**config.mk**
```make
export PLATFORM = sky130hd
export DESIGN_NAME = axi_mem_port_arbiter
export DESIGN_NICKNAME = d
export VERILOG_FILES = /design/src/rtl/axi_mem_if_pkg.sv /design/src/rtl/mem_rdata_pipe.sv /design/src/rtl/axi_mem_port_arbiter.sv
export SDC_FILE = /design/constraint.sdc
export NUM_CORES = 1
export LEC_CHECK = 0
export ABC_AREA = 1
export BUFFER_PORTS_ARGS = -buffer_cell sky130_fd_sc_hd__buf_2
export CAP_MARGIN = 5
export CELL_PAD_IN_SITES_DETAIL_PLACEMENT = 1
export CELL_PAD_IN_SITES_GLOBAL_PLACEMENT = 1
export CORE_AREA = 2 2 123 125
export DETAILED_ROUTE_END_ITERATION = 10
export DIE_AREA = 0 0 125 127
export GPL_ROUTABILITY_DRIVEN = 0
export PLACE_DENSITY = 0.87
export SLEW_MARGIN = 20
export SYNTH_ARGS = -nofsm -noshare
export SYNTH_HDL_FRONTEND = slang
export SYNTH_SLANG_ARGS = --single-unit
export TNS_END_PERCENT = 50
```
**constraint.sdc**
```tcl
create_clock -name clk -period 1.9 [get_ports clk]
set_input_delay 0.19 -clock clk [delete_from_list [all_inputs] [get_ports clk]]
set_output_delay 0.19 -clock clk [all_outputs]
set_load 0.01 [all_outputs]
```
**src/rtl/axi_mem_if_pkg.sv**
```systemverilog
// Shared types and encodings for the AXI memory-port arbiter slice.
// Holds the arbitration side enum, active-low SRAM encodings and counter width.
`timescale 1ns/1ps
package axi_mem_if_pkg;

    typedef enum logic {
        ARB_READ  = 1'b0,
        ARB_WRITE = 1'b1
    } arb_side_t;

    localparam logic CEN_ON    = 1'b0;
    localparam logic CEN_OFF   = 1'b1;
    localparam logic WEN_WRITE = 1'b0;
    localparam logic WEN_READ  = 1'b1;

    localparam int CONSEC_CNT_WIDTH = 4;

    // Saturating increment: a long streak pins at all-ones instead of wrapping.
    function automatic logic [CONSEC_CNT_WIDTH-1:0] sat_inc(
        input logic [CONSEC_CNT_WIDTH-1:0] v
    );
        return (v == '1) ? v : v + 1'b1;
    endfunction

endpackage

```
**src/rtl/mem_rdata_pipe.sv**
```systemverilog
// Read-return path: MEM_LATENCY-deep valid shift plus a holding data register.
// Ports: clk, rst_n, i_load (read granted), i_mem_q (SRAM Q), o_rdata, o_rvalid.
`timescale 1ns/1ps
module mem_rdata_pipe
    import axi_mem_if_pkg::*;
#(
    parameter int MEM_LATENCY = 1,
    parameter int DATA_WIDTH  = 64
) (
    input  logic                  clk,
    input  logic                  rst_n,
    input  logic                  i_load,
    input  logic [DATA_WIDTH-1:0] i_mem_q,
    output logic [DATA_WIDTH-1:0] o_rdata,
    output logic                  o_rvalid
);

    logic [MEM_LATENCY-1:0] r_vld;
    logic [DATA_WIDTH-1:0]  r_rdata;
    logic                   r_rvalid;
    logic                   w_tail;

    assign w_tail = r_vld[MEM_LATENCY-1];

    always_ff @(posedge clk or negedge rst_n) begin
        if (!rst_n) begin
            r_vld    <= '0;
            r_rdata  <= '0;
            r_rvalid <= 1'b0;
        end else begin
            r_vld[0] <= i_load;
            for (int i = 1; i < MEM_LATENCY; i++) begin
                r_vld[i] <= r_vld[i-1];
            end
            // Tail marks the cycle in which Q carries this read's word.
            r_rvalid <= w_tail;
            if (w_tail) begin
                r_rdata <= i_mem_q;
            end
        end
    end

    assign o_rdata  = r_rdata;
    assign o_rvalid = r_rvalid;

endmodule

```
**src/rtl/axi_mem_port_arbiter.sv**
```systemverilog
// Round-robin arbiter of AXI read/write beat requests onto one single-port SRAM.
// Ports: rd_* read request/return, wr_* write request, MEM_* SRAM port.
`timescale 1ns/1ps
module axi_mem_port_arbiter
    import axi_mem_if_pkg::*;
#(
    parameter int MEM_ADDR_WIDTH = 13,
    parameter int DATA_WIDTH     = 64,
    parameter int NUMBYTES       = DATA_WIDTH / 8,
    parameter int MEM_LATENCY    = 1,
    parameter int MAX_CONSEC     = 4
) (
    input  logic                      clk,
    input  logic                      rst_n,
    input  logic                      rd_valid_i,
    output logic                      rd_grant_o,
    input  logic [MEM_ADDR_WIDTH-1:0] rd_A_i,
    output logic [DATA_WIDTH-1:0]     rd_rdata_o,
    output logic                      rd_rvalid_o,
    input  logic                      wr_valid_i,
    output logic                      wr_grant_o,
    input  logic [MEM_ADDR_WIDTH-1:0] wr_A_i,
    input  logic [DATA_WIDTH-1:0]     wr_D_i,
    input  logic [NUMBYTES-1:0]       wr_BE_i,
    output logic                      MEM_CEN_o,
    output logic                      MEM_WEN_o,
    output logic [MEM_ADDR_WIDTH-1:0] MEM_A_o,
    output logic [DATA_WIDTH-1:0]     MEM_D_o,
    output logic [NUMBYTES-1:0]       MEM_BE_o,
    input  logic [DATA_WIDTH-1:0]     MEM_Q_i
);

    localparam logic [CONSEC_CNT_WIDTH-1:0] LP_MAX =
        CONSEC_CNT_WIDTH'(MAX_CONSEC);

    arb_side_t                     r_last;
    logic [CONSEC_CNT_WIDTH-1:0]   r_cnt;

    logic      w_rd_req;
    logic      w_wr_req;
    logic      w_stay;
    logic      w_rd_win;
    logic      w_wr_win;
    logic      w_any;
    arb_side_t w_win;

    // Requests are masked during reset so no grant escapes before release.
    assign w_rd_req = rd_valid_i & rst_n;
    assign w_wr_req = wr_valid_i & rst_n;

    // A zero count means no streak exists yet, so the reset-time last winner
    // cannot claim the first contention; otherwise keep the streak going
    // until the window is used up.
    assign w_stay = (r_cnt != '0) && (r_cnt < LP_MAX);

    always_comb begin
        w_rd_win = 1'b0;
        w_wr_win = 1'b0;
        unique case (1'b1)
            (w_rd_req && !w_wr_req): w_rd_win = 1'b1;
            (w_wr_req && !w_rd_req): w_wr_win = 1'b1;
            (w_rd_req && w_wr_req): begin
                if (w_stay) begin
                    w_rd_win = (r_last == ARB_READ);
                    w_wr_win = (r_last == ARB_WRITE);
                end else begin
                    w_rd_win = (r_last == ARB_WRITE);
                    w_wr_win = (r_last == ARB_READ);
                end
            end
            default: ;
        endcase
    end

    assign w_any = w_rd_win | w_wr_win;
    assign w_win = w_rd_win ? ARB_READ : ARB_WRITE;

    always_ff @(posedge clk or negedge rst_n) begin
        if (!rst_n) begin
            r_last <= ARB_WRITE;
            r_cnt  <= '0;
        end else if (w_any) begin
            r_last <= w_win;
            r_cnt  <= (w_win == r_last) ? sat_inc(r_cnt)
                                        : CONSEC_CNT_WIDTH'(1);
        end
    end

    assign rd_grant_o = w_rd_win;
    assign wr_grant_o = w_wr_win;

    assign MEM_CEN_o = w_any    ? CEN_ON    : CEN_OFF;
    assign MEM_WEN_o = w_wr_win ? WEN_WRITE : WEN_READ;
    assign MEM_A_o   = w_rd_win ? rd_A_i    : wr_A_i;
    assign MEM_D_o   = wr_D_i;
    assign MEM_BE_o  = w_rd_win ? '1        : wr_BE_i;

    mem_rdata_pipe #(
        .MEM_LATENCY (MEM_LATENCY),
        .DATA_WIDTH  (DATA_WIDTH)
    ) u_rdata_pipe (
        .clk      (clk),
        .rst_n    (rst_n),
        .i_load   (w_rd_win),
        .i_mem_q  (MEM_Q_i),
        .o_rdata  (rd_rdata_o),
        .o_rvalid (rd_rvalid_o)
    );

endmodule
```
==> results.tsv, run 1 <==
metric	value	unit
commonest non-fill, non-tap cell in the layout	buf_2	
maximum VDD drop	0.477	mV
YS warnings	0	
Tmin final	2.00	ns
vias in the first global route	2932	
syn nets	473	
fmax	501	MHz
failing checks	negative setup slack	
commonest cells after routing, fill and taps aside	buf_2, dfrtp_1, mux2_2	
Avg WL per Cell	17.9	µm
slowest CP cell	dfrtp_1	
total global routing overflow	0	
post-synthesis cell count	305	
worst slew pin tran	0.610	ns
Max-Cap Viols	0	
Power Total	6.82	mW
Setup crit end kind	output pin	
Max Slew Vio Count	0	
Reg clk slew, reported paths	0.06	ns
maximum fanout along the worst path	6	
Avg Inst Size Synth	11.5	µm²
Design Area, Final	4760	µm²
Routed Wire Length	11400	µm
drt first pass iters	4	
initial antenna violation count	0	
pwr/cell area	1430	nW/µm²
worst rel slew slack	0.592	
Chip Height	127	µm
cell area after placement	4180	µm²
DRC violations left	0	
RSZ-0062 raised after global routing	true	
antenna-violating nets left	0	
Root Buffer	clkbuf_16	
status	complete, but fails checks	
clk_lat worst skew	0.33	ns
clock buffer depth	2	
skew final	0.00752	ns
All-Layer GR Usage	0.142	
Yosys cell types	22	
post-DR vias/cell	4.28	
H-tree Lvls	3	
post-route setup slack	-0.0956	ns
nets	619	
via count	2739	
largest net degree at the start of global routing	55	
Detailed Route Iter0 Violations	39	
Leak Pwr	2.42	nW
die area	15900	µm²
IO Count	320	
crit path DAT	1.81	ns
Worst Path Buf+Inv	5	
Placement Rows	44	
Final period util	1.05	
chip width	125	µm
max incr delay on CP	0.36	ns
worst hold path type	input port to flop	
CP Launch Type	flop	
setup violators final	21	
HPWL after DPL	9010	µm
CP top delay family	buffers and inverters	
CTS tree	built	
Yosys reg bits	71	
ant diodes	0	
first-pass GRT wire length	17000	µm
Core Area	14400	µm²
Starting Density	0.242	
Cell Area, Synth	3490	µm²
CP Data Required Time	1.71	ns
share of layout cells above drive strength 1	0.697	
number of CTS-inserted buffers	9	
crit-path cells	inv_2 > ha_4 > inv_4 > nand2_4 > nand2_4 > nand3_4 > buf_12 > nand2_8 > buf_4 > nand2_1 > nand2_1 > buf_2	
Crit Path Category	flop to output pin	
sequential-to-total area share from yosys stat	0.509	
Final Hold Fails	0	
clk sinks	71	
area grow syn2layout	36.3	%
Port-buffer cells	191	
[what timing repair did]
item | 4_1_cts | 5_1_grt
buffers inserted | 5 | 4
hold endpoints to repair | 25 | 0
hold buffers | 1 | 0
setup endpoints to repair | 22 | 24
pin swaps | 3 | 3
cloned | 4 | 0
gates resized for setup | 29 | 10
[kinds of logic after synthesis]
family,synth area share
flip-flops,0.509
AO/OA/AOI/OAI,0.00143
multiplexers,0.206
buffers and inverters,0.171
adder cells (fa/ha/maj),0.00716
XOR/XNOR,0.00501
AND/OR/NAND/NOR,0.0999
[state kept, by name, summed over array words and instances (netlist names)]
name,cells
u_rdata_pipe.o_rvalid,1
u_rdata_pipe.r_vld,1
u_rdata_pipe.o_rdata,64
r_last,1
r_cnt,4
[cells in the mapped netlist]
cell type | instances | share of area
nand2_1 | 56 | 0.060
inv_1 | 11 | 0.012
nand2_4 | 1 | 0.0032
nand3_2 | 2 | 0.0057
buf_6 | 2 | 0.0064
ha_1 | 2 | 0.0072
nor3_1 | 1 | 0.0014
mux2_2 | 64 | 0.21
buf_4 | 64 | 0.14
inv_4 | 1 | 0.0018
xor2_1 | 1 | 0.0025
or2_2 | 2 | 0.0036
dfstp_2 | 1 | 0.0075
nand3_1 | 7 | 0.010
xnor2_1 | 1 | 0.0025
nor2_1 | 3 | 0.0032
buf_2 | 7 | 0.010
nor2_2 | 1 | 0.0018
o21ai_0 | 1 | 0.0014
or2_1 | 6 | 0.011
clkbuf_8 | 1 | 0.0039
dfrtp_1 | 70 | 0.50
[report_power, final]
part           internal [mW]  switching, mW
sequential              2.11          0.308
clock                   1.15          0.651
combinational           1.30           1.30
total                   4.57           2.26
[cell type report]
cell class	count	area [µm²]
inverter	12	60.1
clock buffer	9	225
sequential	71	1780
clock inverter	7	95.1
tap	184	230
timing repair inverter	1	11.3
multi-input combinational	151	1260
timing repair buffer	205	1100
fill	1675	9660
[stage by stage]
step	instances	setup WS, ns	hold slack, ns	util	setup TNS [ns]
final	640	-0.0956	0.0890	0.330	-1.33
after global routing	640	-0.193	0.0773	0.330	-3.58
after CTS	636	-0.131	0.0703	0.325	-2.18
after detailed placement	610	0.107	0.314	0.289	0
after global placement	610	0.193	0.309	0.289	0
after floorplan	305	0.410	-0.106	-	0
[worst register-to-register path, cell delays in order, from the launching register on]
cell,delay (ns)
dfrtp_1,0.39
buf_4,0.13
buf_4,0.12
ha_1,0.21
nand3_1,0.07
nand2_1,0.09
inv_1,0.14
nand2_1,0.08
xnor2_1,0.12
nand2_1,0.06
inv_1,0.03
[path summary, 6_finish.rpt]
path / start / endpoint / slack, ns / cells after the start
min in group asynchronous: rst_n / u_rdata_pipe.o_rdata[2] / 0.47 / 3
hold reg to reg: u_rdata_pipe.o_rdata[5] / u_rdata_pipe.o_rdata[5] / 0.50 / 1
hold / removal: MEM_Q_i[0] / u_rdata_pipe.o_rdata[0] / 0.09 / 2
max in group asynchronous: rst_n / u_rdata_pipe.o_rdata[14] / 0.54 / 4
setup reg to reg: r_cnt[0] / r_cnt[2] / 0.34 / 10
setup / recovery: r_cnt[0] / MEM_A_o[7] / -0.1 / 12
[layer usage]
metal	routed length, µm	vias up	global-route usage
li1	-	1225	-
met1	3580	1286	0.128
met2	6080	210	0.265
met3	1360	18	0.0741
met4	415	0	0.0634
met5	0	-	0
(Power assumes the default switching activity.)
==> run 2: changes to the inputs <==
--- a/config.mk
+++ b/config.mk
@@ -8,13 +8,11 @@
 export ABC_AREA = 1
 export BUFFER_PORTS_ARGS = -buffer_cell sky130_fd_sc_hd__buf_2
 export CAP_MARGIN = 5
-export CELL_PAD_IN_SITES_DETAIL_PLACEMENT = 1
-export CELL_PAD_IN_SITES_GLOBAL_PLACEMENT = 1
-export CORE_AREA = 2 2 123 125
+export CORE_AREA = 2 2 125 127
 export DETAILED_ROUTE_END_ITERATION = 10
-export DIE_AREA = 0 0 125 127
+export DIE_AREA = 0 0 127 129
 export GPL_ROUTABILITY_DRIVEN = 0
-export PLACE_DENSITY = 0.87
+export PLACE_DENSITY = 0.66
 export SLEW_MARGIN = 20
 export SYNTH_ARGS = -nofsm -noshare
 export SYNTH_HDL_FRONTEND = slang
==> constraint.sdc (replaced) <==
create_clock -name clk -period 2.1 [get_ports clk]
set_input_delay 0.21 -clock clk [delete_from_list [all_inputs] [get_ports clk]]
set_output_delay 0.21 -clock clk [all_outputs]
set_load 0.01 [all_outputs]
==> results.tsv, run 2 (synthesized netlist as in run 1, its figures left out) <==
metric	value	unit	change
status	complete, no violations		
drt first pass iters	4		unchanged
via count	2614		-4.6%
Starting Density	0.233		-0.00895
worst slew pin tran	0.768	ns	+0.158 ns
Power Total	6.03	mW	-12%
largest net degree at the start of global routing	62		+13%
Fillers	1499		-11%
maximum VDD drop	0.344	mV	-28%
share of layout cells above drive strength 1	0.681		-0.0166
max reg flops	64		unchanged
Crit Path Category	flop to output pin		
vias in the first global route	2407		-18%
nets	611		-1.3%
Setup crit end kind	output pin		
commonest non-fill, non-tap cell in the layout	buf_2		
CP Data Required Time	1.89	ns	+0.18 ns
Crit path depth	11		-1
crit path DAT	1.86	ns	+0.05 ns
final hold slack	0.0688	ns	-0.0202 ns
slack of the worst reg-to-reg path	0.41	ns	+0.07 ns
skew final	0.00490	ns	-0.00261 ns
number of CTS-inserted buffers	9		unchanged
Routed Wire Length	10800	µm	-5.7%
crit-path cells	inv_2 > ha_4 > inv_4 > nand2_4 > nand2_4 > nand3_4 > buf_12 > nand2_4 > nand2_1 > nand2_1 > buf_2		
Chip Height	129	µm	+1.6%
Core Area	15000	µm²	+3.8%
DRC violations left	0		unchanged
clock buffer depth	2		unchanged
commonest cells after routing, fill and taps aside	buf_2, dfrtp_1, mux2_2		
Leak Pwr	2.39	nW	-1.5%
reg-to-reg startpoint	r_cnt[1]		
die area	16400	µm²	+3.2%
Avg WL per Cell	17.0	µm	-5.1%
Max Slew Vio Count	0		unchanged
crit-path most repeated cell	nand2_4		
Worst Setup SP	r_cnt[1]		
Max-Cap Viols	0		unchanged
ant diodes	0		unchanged
Port-buffer cells	191		unchanged
All-Layer GR Usage	0.122		-0.0204
crit path to	MEM_A_o[10]		
slowest CP cell	dfrtp_1		
Detailed Route Iter0 Violations	37		-5.1%
HPWL after DPL	8440	µm	-6.3%
clk_lat worst skew	0.33	ns	about the same
maximum fanout along the worst path	6		unchanged
CP Launch Type	flop		
pwr/cell area	1280	nW/µm²	-11%
fmax	483	MHz	
H-tree Lvls	3		unchanged
CTS tree	built		
cell area after placement	4170	µm²	-0.24%
worst hold path type	input port to async pin		
Placement Rows	45		+2.3%
Tmin final	2.07	ns	
first-pass GRT wire length	14400	µm	-15%
chip width	127	µm	+1.6%
R2R depth	11		+1
setup tns final	0	ns	+1.33 ns
r2r endpoint	r_cnt[1]		
Final Hold Fails	0		unchanged
worst rel slew slack	0.488		-0.104
IO Count	320		unchanged
clk sinks	71		unchanged
initial antenna violation count	0		unchanged
Design Area, Final	4710	µm²	-1.2%
antenna-violating nets left	0		unchanged
post-DR vias/cell	4.11		-4.0%
Root Buffer	clkbuf_16		
Worst Path Buf+Inv	4		-1
setup violators final	0		-100%
max incr delay on CP	0.38	ns	+0.02 ns
Final period util	0.986		
CP top delay family	simple AND/OR/NAND/NOR gates		
RSZ-0062 raised after global routing	true		
total global routing overflow	0		unchanged
area grow syn2layout	34.8	%	
Reg clk slew, reported paths	0.06	ns	about the same
[run 2: cell types whose count changed in the layout (fill, tap and decap cells not counted), moves of 2 or more]
cell and delta:
or2_4 -2, nand2_1 +2, nand2_2 -6, or2_2 +2, buf_4 -7, nand2_4 +3
[run 2: metal layers]
layer	up-vias	global-route usage	part of all wire
met5	-	0.00588	0
met4	0	0.0517	0.028
met1	1178	0.108	0.32
li1	1204	-	-
met3	21	0.0931	0.16
met2	211	0.208	0.50
[run 2: worst min-delay path by stage]
stage / slack, ns / endpoint / cells after the start / start
6_report: 0.07 / u_rdata_pipe.o_rvalid / 2 / rst_n
5_1_grt: 0.09 / u_rdata_pipe.o_rdata[24] / 2 / MEM_Q_i[24]
2_1_floorplan: -0.09 / r_cnt[0] / 0 / rst_n
4_1_cts: 0.09 / u_rdata_pipe.o_rdata[3] / 2 / MEM_Q_i[3]
3_5_place_dp: 0.08 / r_cnt[3] / 1 / rst_n
3_3_place_gp: 0.08 / r_cnt[3] / 1 / rst_n
[run 2: metrics by stage]
step                setup WS, ns  cells  utilization
floorplan                  0.590    305            -
global placement           0.369    612        0.278
detailed placement         0.352    612        0.278
CTS                       0.0159    629        0.301
global route             -0.0699    636        0.314
finish                    0.0296    636        0.314
[run 2: cell type report]
| type | instances | area (µm²) | area share |
|---|---|---|---|
| flip-flops and latches | 71 | 1780 | 0.378 |
| well taps | 188 | 235 | 0.0499 |
| repair inverters | 1 | 8.76 | 0.00186 |
| clock inverters | 5 | 81.3 | 0.0173 |
| repair buffers | 198 | 1060 | 0.224 |
| inverters | 12 | 60.1 | 0.0128 |
| clock buffers | 11 | 243 | 0.0515 |
| multi-input cells | 150 | 1240 | 0.264 |
[run 2: report_power, final]
part | switching (mW) | internal (mW)
clock | 0.566 | 1.07
sequential | 0.265 | 1.91
combinational | 1.10 | 1.12
total | 1.93 | 4.10
[run 2: what timing repair did]
item	CTS	global route
hold endpoints to repair	10	0
setup endpoints to repair	15	21
gates cloned	0	3
hold buffers	1	0
gates resized for setup	1	34
pin swaps	0	7
setup buffers	0	4
